<file path="src/rtl/lfsr_arbiter_pkg.sv">
// Shared types and defaults for the LFSR arbiter: FSM state encoding,
// default parameter values and width helpers.
package lfsr_arbiter_pkg;

    typedef enum logic [2:0] {
        ST_INIT,
        ST_WAIT_RDY,
        ST_WARMUP,
        ST_IDLE,
        ST_STEP,
        ST_GRANT,
        ST_ERROR
    } state_e;

    localparam int DEF_WIDTH         = 8;
    localparam int DEF_NREQ          = 4;
    localparam int DEF_RST_CYCLES    = 2;
    localparam int DEF_WARMUP        = 4;
    localparam int DEF_READY_TIMEOUT = 16;

    function automatic int ptr_w(input int nreq);
        return (nreq < 2) ? 1 : $clog2(nreq);
    endfunction

    // One shared counter serves the reset, warm-up and timeout phases.
    function automatic int cnt_w(input int a, input int b, input int c);
        int m;
        m = a;
        if (b > m) m = b;
        if (c > m) m = c;
        return $clog2(m + 1);
    endfunction

endpackage

</file>
<file path="src/rtl/lfsr_arbiter_if.sv">
// Requester-side bus of the LFSR arbiter: level requests in, one-hot grant
// with the delivered random value out.
interface lfsr_arbiter_if #(
    parameter int NREQ  = 4,
    parameter int WIDTH = 8
);
    logic [NREQ-1:0]  req;
    logic [NREQ-1:0]  gnt;
    logic [WIDTH-1:0] rnd;
    logic             rnd_valid;

    modport master (
        output req,
        input  gnt,
        input  rnd,
        input  rnd_valid
    );

    modport slave (
        input  req,
        output gnt,
        output rnd,
        output rnd_valid
    );
endinterface

</file>
<file path="src/rtl/lfsr_arbiter_rr_pick.sv">
// Combinational round-robin picker: first set request at or after ptr,
// wrapping modulo NREQ.
module rr_pick
    import lfsr_arbiter_pkg::*;
#(
    parameter  int NREQ = DEF_NREQ,
    localparam int PW   = ptr_w(NREQ)
) (
    input  logic [NREQ-1:0] req,
    input  logic [PW-1:0]   ptr,
    output logic [NREQ-1:0] win_oh,
    output logic [PW-1:0]   win_idx
);

    logic [PW:0] cand;
    logic        found;

    always_comb begin
        win_oh  = '0;
        win_idx = '0;
        found   = 1'b0;
        cand    = '0;
        for (int i = 0; i < NREQ; i++) begin
            // One extra bit keeps ptr+i exact before folding back into range.
            cand = {1'b0, ptr} + (PW+1)'(i);
            if (cand >= (PW+1)'(NREQ)) begin
                cand = cand - (PW+1)'(NREQ);
            end
            if (!found && req[cand[PW-1:0]]) begin
                found                  = 1'b1;
                win_idx                = cand[PW-1:0];
                win_oh[cand[PW-1:0]]   = 1'b1;
            end
        end
    end

endmodule

</file>
<file path="src/rtl/lfsr_arbiter.sv">
// Owns one LFSR instance: brings it out of reset, discards warm-up states,
// then hands out one fresh LFSR step per round-robin grant.
module lfsr_arbiter
    import lfsr_arbiter_pkg::*;
#(
    parameter int WIDTH         = DEF_WIDTH,
    parameter int NREQ          = DEF_NREQ,
    parameter int RST_CYCLES    = DEF_RST_CYCLES,
    parameter int WARMUP        = DEF_WARMUP,
    parameter int READY_TIMEOUT = DEF_READY_TIMEOUT
) (
    input  logic             clk,
    input  logic             reset,
    lfsr_arbiter_if.slave    bus,
    input  logic             reseed,
    output logic             busy,
    output logic             err_timeout,
    output logic             lfsr_reset,
    output logic             lfsr_enable,
    input  logic             lfsr_ready,
    input  logic [WIDTH-1:0] lfsr_value
);

    localparam int PW = ptr_w(NREQ);
    localparam int CW = cnt_w(RST_CYCLES, WARMUP, READY_TIMEOUT);

    state_e           state_q, state_d;
    logic [CW-1:0]    cnt_q, cnt_d;
    logic [PW-1:0]    ptr_q, ptr_d;
    logic [PW-1:0]    win_idx_q, win_idx_d;
    logic [NREQ-1:0]  win_oh_q, win_oh_d;
    logic             pend_q, pend_d;
    logic [NREQ-1:0]  gnt_q, gnt_d;
    logic [WIDTH-1:0] rnd_q, rnd_d;
    logic             vld_q, vld_d;
    logic             busy_q, busy_d;
    logic             err_q, err_d;
    logic             lrst_q, lrst_d;
    logic             len_q, len_d;

    logic [NREQ-1:0]  pick_oh;
    logic [PW-1:0]    pick_idx;

    rr_pick #(.NREQ(NREQ)) u_pick (
        .req     (bus.req),
        .ptr     (ptr_q),
        .win_oh  (pick_oh),
        .win_idx (pick_idx)
    );

    always_comb begin
        state_d   = state_q;
        cnt_d     = cnt_q;
        ptr_d     = ptr_q;
        win_idx_d = win_idx_q;
        win_oh_d  = win_oh_q;
        pend_d    = pend_q;
        gnt_d     = '0;
        rnd_d     = rnd_q;
        vld_d     = 1'b0;
        err_d     = err_q;
        lrst_d    = lrst_q;
        len_d     = 1'b0;

        unique case (state_q)
            ST_INIT: begin
                if (reseed) begin
                    cnt_d  = '0;
                    lrst_d = 1'b1;
                end else if (cnt_q == CW'(RST_CYCLES - 1)) begin
                    lrst_d  = 1'b0;
                    cnt_d   = '0;
                    state_d = ST_WAIT_RDY;
                end else begin
                    cnt_d = cnt_q + CW'(1);
                end
            end
            ST_WAIT_RDY: begin
                if (reseed) begin
                    cnt_d   = '0;
                    lrst_d  = 1'b1;
                    state_d = ST_INIT;
                end else if (lfsr_ready) begin
                    cnt_d = '0;
                    if (WARMUP == 0) begin
                        state_d = ST_IDLE;
                    end else begin
                        len_d   = 1'b1;
                        state_d = ST_WARMUP;
                    end
                end else if (cnt_q == CW'(READY_TIMEOUT - 1)) begin
                    err_d   = 1'b1;
                    state_d = ST_ERROR;
                end else begin
                    cnt_d = cnt_q + CW'(1);
                end
            end
            ST_WARMUP: begin
                // Enable is already high for the current step; cnt counts steps issued.
                if (reseed) begin
                    cnt_d   = '0;
                    lrst_d  = 1'b1;
                    state_d = ST_INIT;
                end else if (cnt_q == CW'(WARMUP - 1)) begin
                    cnt_d   = '0;
                    state_d = ST_IDLE;
                end else begin
                    len_d = 1'b1;
                    cnt_d = cnt_q + CW'(1);
                end
            end
            ST_IDLE: begin
                if (reseed || pend_q) begin
                    pend_d  = 1'b0;
                    cnt_d   = '0;
                    lrst_d  = 1'b1;
                    state_d = ST_INIT;
                end else if (|bus.req) begin
                    win_idx_d = pick_idx;
                    win_oh_d  = pick_oh;
                    len_d     = 1'b1;
                    state_d   = ST_STEP;
                end
            end
            ST_STEP: begin
                if (reseed) pend_d = 1'b1;
                state_d = ST_GRANT;
            end
            ST_GRANT: begin
                // lfsr_value already reflects the step taken on the STEP edge.
                if (reseed) pend_d = 1'b1;
                gnt_d   = win_oh_q;
                rnd_d   = lfsr_value;
                vld_d   = 1'b1;
                ptr_d   = (win_idx_q == PW'(NREQ - 1)) ? '0 : win_idx_q + PW'(1);
                state_d = ST_IDLE;
            end
            ST_ERROR: begin
                if (reseed) begin
                    err_d   = 1'b0;
                    cnt_d   = '0;
                    lrst_d  = 1'b1;
                    state_d = ST_INIT;
                end
            end
            default: begin
                cnt_d   = '0;
                lrst_d  = 1'b1;
                state_d = ST_INIT;
            end
        endcase

        busy_d = (state_d != ST_IDLE);
    end

    always_ff @(posedge clk or negedge reset) begin
        if (!reset) begin
            state_q   <= ST_INIT;
            cnt_q     <= '0;
            ptr_q     <= '0;
            win_idx_q <= '0;
            win_oh_q  <= '0;
            pend_q    <= 1'b0;
            gnt_q     <= '0;
            rnd_q     <= '0;
            vld_q     <= 1'b0;
            busy_q    <= 1'b1;
            err_q     <= 1'b0;
            lrst_q    <= 1'b1;
            len_q     <= 1'b0;
        end else begin
            state_q   <= state_d;
            cnt_q     <= cnt_d;
            ptr_q     <= ptr_d;
            win_idx_q <= win_idx_d;
            win_oh_q  <= win_oh_d;
            pend_q    <= pend_d;
            gnt_q     <= gnt_d;
            rnd_q     <= rnd_d;
            vld_q     <= vld_d;
            busy_q    <= busy_d;
            err_q     <= err_d;
            lrst_q    <= lrst_d;
            len_q     <= len_d;
        end
    end

    assign bus.gnt       = gnt_q;
    assign bus.rnd       = rnd_q;
    assign bus.rnd_valid = vld_q;
    assign busy          = busy_q;
    assign err_timeout   = err_q;
    assign lfsr_reset    = lrst_q;
    assign lfsr_enable   = len_q;

endmodule
</file>
<file path="src/flat_wrapper.sv">
// flat-port wrapper written by rule: the top's interface ports become plain ports
module lfsr_arbiter_flat import lfsr_arbiter_pkg::*;
#(
    parameter int WIDTH         = DEF_WIDTH,
    parameter int NREQ          = DEF_NREQ,
    parameter int RST_CYCLES    = DEF_RST_CYCLES,
    parameter int WARMUP        = DEF_WARMUP,
    parameter int READY_TIMEOUT = DEF_READY_TIMEOUT
)
  (clk, reset, reseed, busy, err_timeout, lfsr_reset, lfsr_enable, lfsr_ready, lfsr_value, bus_req, bus_gnt, bus_rnd, bus_rnd_valid);
  lfsr_arbiter_if #(.NREQ(NREQ), .WIDTH(WIDTH)) bus_i ();
  input  logic clk;
  input  logic reset;
  input  logic reseed;
  output logic busy;
  output logic err_timeout;
  output logic lfsr_reset;
  output logic lfsr_enable;
  input  logic lfsr_ready;
  input  logic [WIDTH-1:0] lfsr_value;
  input wire logic [$bits(bus_i.req)-1:0] bus_req;
  output wire logic [$bits(bus_i.gnt)-1:0] bus_gnt;
  output wire logic [$bits(bus_i.rnd)-1:0] bus_rnd;
  output wire logic [$bits(bus_i.rnd_valid)-1:0] bus_rnd_valid;
  assign bus_i.req = bus_req;
  assign bus_gnt = bus_i.gnt;
  assign bus_rnd = bus_i.rnd;
  assign bus_rnd_valid = bus_i.rnd_valid;
  lfsr_arbiter #(.WIDTH(WIDTH), .NREQ(NREQ), .RST_CYCLES(RST_CYCLES), .WARMUP(WARMUP), .READY_TIMEOUT(READY_TIMEOUT)) u_core (.clk(clk), .reset(reset), .bus(bus_i), .reseed(reseed), .busy(busy), .err_timeout(err_timeout), .lfsr_reset(lfsr_reset), .lfsr_enable(lfsr_enable), .lfsr_ready(lfsr_ready), .lfsr_value(lfsr_value));
endmodule
</file>
<file path="config.mk">
export PLATFORM = sky130hd
export DESIGN_NAME = lfsr_arbiter_flat
export DESIGN_NICKNAME = d
export VERILOG_FILES = /design/src/rtl/lfsr_arbiter_pkg.sv /design/src/rtl/lfsr_arbiter_if.sv /design/src/rtl/lfsr_arbiter_rr_pick.sv /design/src/rtl/lfsr_arbiter.sv /design/src/flat_wrapper.sv
export SDC_FILE = /design/constraint.sdc
export NUM_CORES = 1
export LEC_CHECK = 0
export ABC_CLOCK_PERIOD_IN_PS = 2250
export BUFFER_PORTS_ARGS = -buffer_cell sky130_fd_sc_hd__buf_2
export CAP_MARGIN = 20
export CORE_AREA = 2 2 87 68
export CTS_CLUSTER_SIZE = 10
export DETAILED_ROUTE_END_ITERATION = 16
export DIE_AREA = 0 0 89 70
export PLACE_DENSITY = 0.64
export RECOVER_POWER = 25
export SKIP_CTS_REPAIR_TIMING = 1
export SLEW_MARGIN = 40
export SYNTH_ARGS = -nofsm -noshare
export SYNTH_HDL_FRONTEND = slang
export SYNTH_HIERARCHICAL = 1
export SYNTH_SLANG_ARGS = --single-unit
</file>
<file path="constraint.sdc">
create_clock -name clk -period 2.25 [get_ports clk]
set_input_delay 0.3375 -clock clk [delete_from_list [all_inputs] [get_ports clk]]
set_output_delay 0.3375 -clock clk [all_outputs]
set_load 0.02 [all_outputs]
</file>
### Word-level counts from Yosys, hierarchy flattened

Index checks and enable logic that the tools add are counted.

| cells by class | value |
|---|---|
| add/subtract/negate cells | 9 |
| multiply operators | 0 |
| div/mod/pow operators | 0 |
| order comparisons | 12 |
| equality and inequality tests | 20 |
| shift operators | 0 |
| mux-type cells | 74 |
| bitwise gates (word level) | 5 |
| reductions and logical operators | 22 |

Operators by type and width:

| cell | count |
|---|---|
| 2-to-1 mux 5 bit | 9 |
| 2-to-1 mux 3 bit | 10 |
| one-hot mux 5 bit (6 select lines) | 1 |
| 2-to-1 mux 1 bit | 27 |
| one-hot mux 3 bit (7 select lines) | 1 |
| 2-to-1 mux 4 bit | 5 |
| 2-to-1 mux 2 bit | 9 |
| < comparator 2 x 3 -> 1 bit, second input constant | 4 |
| bitwise OR 4 bit | 3 |
| == test 3 bit, second input constant | 3 |
| greater-or-equal comparator 3 bit, second input constant | 3 |
| binary-select mux 1 bit (select 2 bit) | 4 |
| demux 1 bit (select 2 bit) | 4 |
| greater-or-equal comparator 2 x 1 -> 1 bit, second input constant | 4 |
| inequality test 2 x 1 -> 1 bit, second input constant | 4 |
| AND reduction 4 bit | 2 |
| subtractor 2 x 1 -> 2 bit, second input constant | 4 |
| logical AND 1 bit | 7 |
| adder 2 x 2 -> 3 bit, second input constant | 2 |
| == test 3 x 2 -> 1 bit, second input constant | 2 |
| inequality test 2 bit, second input constant | 3 |
| inequality test 3 x 2 -> 1 bit, second input constant | 2 |
| AND reduction 3 bit | 2 |
| adder 5 x 1 -> 5 bit, second input constant | 1 |
| other kinds (21) | 26 |

| storage, ports and cells | value |
|---|---|
| register bits | 34 |
| latch bits | 0 |
| bits in writable memories | 0 |
| bits in read-only memories | 0 |
| bits of input ports | 16 |
| output and inout port bits | 17 |
| logic and storage cells | 155 |
| memories | 0 |

### Logic depth before layout (Yosys ltp)

| logic depth | value |
|---|---|
| word-level depth | 14 |
| mapped depth | 9 |
| mapped depth without buffers | 7 |

### Modules after synthesis

The synthesis kept the hierarchy.

By module, submodules not included:

| module | instances | cells an instance | area each (µm²) | seq. area each (µm²) |
|---|---|---|---|---|
| lfsr_arbiter | 1 | 148 | 1626.6 | 853.3 |
| rr_pick | 1 | 65 | 489.2 | 0.0 |

### Worst setup path before layout

OpenSTA, ideal clock, no wires.

| timing path | value |
|---|---|
| kind | register to register |
| start | register u_core.ptr_q[0] |
| end | register u_core.win_idx_q[1] |
| arrival | 2262 ps |
| path slack | -139 ps |
| cell stages (with the launch flop) | 10 |
| buffers on the path | 2 |
| period minus slack after synthesis | 2389 ps |
| cells stage by stage | dfrtp_1 buf_6 buf_2 inv_1 ha_1 mux4_2 or2_4 a21oi_1 a31oi_1 mux2_1 |

| on the way | value |
|---|---|
| word-level cells in the longest chain between the ends | 14 |
| elaborated cells between the ends (all ways) | 36 |
| classes of those cells | add/sub (7); order compare (4); mux (19); reduce/logical (6) |

RTL lines:

| element | RTL line | source |
|---|---|---|
| start, declared | lfsr_arbiter.sv:29 | `logic [PW-1:0] ptr_q, ptr_d;` |
| start signal, assigned | lfsr_arbiter.sv:174 | `ptr_q <= ptr_d;` |
| branches (longest 13 deep; another with adder 2 x 1 -> 3 bit) | n/a |  |
| 2-to-1 mux 2 bit * | lfsr_arbiter_rr_pick.sv:29 | `if (!found && req[cand[PW-1:0]]) begin` |
| via u_core.pick_idx[1] | lfsr_arbiter.sv:42 | `logic [PW-1:0] pick_idx;` |
| end signal, assigned | lfsr_arbiter.sv:175 | `win_idx_q <= win_idx_d;` |
| end, declared | lfsr_arbiter.sv:30 | `logic [PW-1:0] win_idx_q, win_idx_d;` |

Mark *: on every way through the listed nets, which the timed path passes. The select of a mux whose other input is x is not followed.
A chain may end at the register's enable or synchronous reset.

### Worst setup path in the final report

| timing path | value |
|---|---|
| start | register u_core.cnt_q[0] |
| end | register u_core.cnt_q[1] |

| on the way | value |
|---|---|
| word-level cells in the longest chain between the ends | 5 |
| elaborated cells between the ends (all ways) | 14 |
| classes of those cells | add/sub (1); eq/ne (4); mux (8); reduce/logical (1) |

RTL lines:

| element | RTL line | source |
|---|---|---|
| start, declared | lfsr_arbiter.sv:28 | `logic [CW-1:0] cnt_q, cnt_d;` |
| start signal, assigned | lfsr_arbiter.sv:173 | `cnt_q <= cnt_d;` |
| adder 5 x 1 -> 5 bit | lfsr_arbiter.sv:75, lfsr_arbiter.sv:95, lfsr_arbiter.sv:109 |  |
| 2-to-1 mux 5 bit | lfsr_arbiter.sv:91 | `end else if (cnt_q == CW'(READY_TIMEOUT - 1)) begin` |
| 2-to-1 mux 5 bit | lfsr_arbiter.sv:83 | `end else if (lfsr_ready) begin` |
| 2-to-1 mux 5 bit | lfsr_arbiter.sv:79 | `if (reseed) begin` |
| one-hot mux 5 bit (6 select lines) | lfsr_arbiter.sv:65 | `unique case (state_q)` |

Parallel ways exist; a longest one is shown, timed or not. The select of a mux whose other input is x is not followed.

==> out/metrics.yaml <==
ys_ff_latch: 34
p_sw_uw: 994
hold_start: "lfsr_value[3]"
drv_slew: 35
violations: "capacitance limit, slew limit"
path_cells: "ha_1, and3_1, ha_1, and4bb_1, a32oi_4, and2_4, mux2_1"
max_slew_margin_pct: -22.3
critPathMaxFanout: 4
p_leak_nw: 1.18
fp.dieH_um: 70
core_area_mm2: 0.00553
ff2ff_path_depth: 7
crit_required_ns: 2.42
yosys_warnings: 6
power_density_mw_per_mm2: 1080
slowest_delay_ns: 0.42
hold_path.class: "in2reg"
drt_iter0_drc: 96
io_buffers: 32
cts-root-buf: "clkbuf_8"
rr_startpoint: "u_core/cnt_q[0]"
rsz0062_at_grt: "no"
status: "finished, violations left"
synth_common_cells: "nand2_1, dfrtp_1, o21ai_0, ha_1"
netlist.area_leader.share_pct: 37.8
drtPass1Iterations: 6
vdd_ir_drop_max_v: 0.000297
worstSetupPathType: "reg2reg"
worst-path-buf-inv: 0
vias_per_cell: 5.19
ys_types: 59
grt_antenna_before_repair: 0
initial_utilization_pct: 38.3
synth-async-reset-ratio_pct: 100
ant_nets: 0
yosysMostFrequentCell: "nand2_1"
htreeDepth: 2
r2r_setup_slack_ns: 0.13
layout-drive-gt1-share_pct: 30.8
min_period_over_period_pct: 94.2
setup_violations: 0
drc_errors: 0
total_power_mw: 2.73
grt_pass1_wl_um: 7530
cts_sinks: 34
grt_usage_pct: 15.5
grt-ovfl-total: 0
syn_nets: 238
cpMaxStageDelayCell: "dfrtp_1"
p_comb_share_pct: 41.5
worst_slew_pin_slew_ns: 1.83
wl_um: 4570
synth_top_area_cell: "dfrtp_1"
worst_setup_path_end_kind: "flip-flop"
start_kind: "flip-flop"
intPower_mw: 1.73
fin_tns_setup_ns: 0
whs_ns: 0.231
cts-buffers-inserted: 5
area_growth_pct: 19.0
crit_family: "simple AND/OR/NAND/NOR gates"
clock_path_buffers: 2
fmax_mhz: 472
fp-row-count: 24
yosys-top-cells-area: "dfrtp_1, nand2_1, ha_1, mux2_1, mux4_2"
postSynthAreaPerCell_um2: 9.93
pwr-share-clk_pct: 25.1
startpoint: "u_core/cnt_q[0]"
n_antenna_cell: 0
power_frac_seq_pct: 33.4
cts_tree: "done"
dp_hpwl_um: 3290
swShare_pct: 36.4
fin_nets: 274
place.gp.congestion: 0.836
hold_violations: 0
io_pins: 33
wl_per_cell_um: 13.9
skew_ns: 0.00543
critical_path_depth: 7
yosysSeqAreaShare_pct: 40.3
synthFlopType: "dfrtp_1"
clk_latency_ns: 0.29
syn-instance-count: 213
fin_crit_ns: 2.12
cap_violations: 1
hold_depth: 3
path_common_cell: "ha_1"
grt_start_max_net_pins: 35
synth_edf_count: 0
dieArea_mm2: 0.00623
grt_pass1_vias: 1532
clk_pin_slew_ns: 0.08
worst_ep_arrival_time_ns: 2.29
num_vias: 1703
netlist_area_mm2: 0.00212
die_x_um: 89
layout by cell type, fill, tap and decap left out, types with 2 or more instances in the layout:
master      n
ha_1        8
or2_2       3
dfrtp_1    31
nor3_1      2
o211ai_1    2
a31oi_1     3
mux2_1      8
inv_1       7
clkbuf_8    5
a21boi_1    2
nor2_1      7
mux2i_1     3
a221o_2     4
buf_2      31
and3b_1     3
mux4_2      3
a22oi_1     2
o31ai_1     2
and3_1      7
o21ai_1     2
a21oi_1     4
nor3b_1     2
buf_4       7
a2bb2oi_1   2
inv_2       3
nand2b_1    6
dfstp_2     2
o21ai_0    10
bufinv_16   2
nand2_1    44
cell type report:
cell class / count / area, um2
timing repair buffer: 39 / 211
clock inverter: 3 / 68.8
multi-input combinational: 159 / 1180
clock buffer: 5 / 68.8
fill: 552 / 3010
sequential: 34 / 855
tap: 78 / 97.6
inverter: 10 / 37.5
kinds of logic after synthesis:
family | Yosys count | share of synthesized area (%)
flip-flops | 34 | 40.3
AO/OA/AOI/OAI | 45 | 16.7
multiplexers | 15 | 9.58
AND/OR/NAND/NOR | 90 | 23.4
adder cells (fa/ha/maj) | 9 | 5.32
buffers and inverters | 20 | 4.67
tightest hold or removal path: stages:
cell and delay (ns):
buf_2 0.07, nand2_1 0.04, nand2_1 0.04
through the flow:
step           setup WS [ns]  util, %  cell area, um2  cells
6_report               0.130     45.6            2520    328
4_1_cts               0.0755     45.5            2510    328
5_1_grt               0.0425     45.6            2520    328
3_3_place_gp           0.173     43.0            2380    320
2_1_floorplan         0.0171        -            2130    213
3_5_place_dp          0.0899     43.0            2380    320
sequential cells by signal, summed over array words and instances (netlist names), 2 cells and up:
signal and count:
u_core/bus.gnt 4, u_core/bus.rnd 8, u_core/cnt_q 5, u_core/ptr_q 2, u_core/state_q 3, u_core/win_idx_q 2
u_core/win_oh_q 4
path summary, 6_finish.rpt:
check                                endpoint
setup / recovery              u_core/cnt_q[1]
hold / removal              u_core/bus.rnd[3]
setup reg to reg              u_core/cnt_q[1]
hold reg to reg             u_core/bus.rnd[1]
max in group asynchronous     u_core/ptr_q[0]
min in group asynchronous  u_core/lfsr_enable
layer usage:
| metal | track usage, % | vias to the layer above | routed length, um |
|---|---|---|---|
| met5 | 0 | - | 0 |
| met4 | 5.47 | 0 | 70 |
| met3 | 4.14 | 6 | 290 |
| met2 | 20.6 | 52 | 1840 |
| met1 | 23.9 | 812 | 2360 |
| li1 | - | 833 | - |
power by group through the flow:
stage          registers [mW]  logic [mW]  clock network (mW)
2_1_floorplan           0.988       0.790                   0
3_3_place_gp            0.920        1.10                   0
3_5_place_dp            0.923        1.12                   0
4_1_cts                 0.912        1.13               0.697
5_1_grt                 0.943        1.25               0.721
6_report                0.912        1.13               0.684
(Power assumes the default switching activity.)
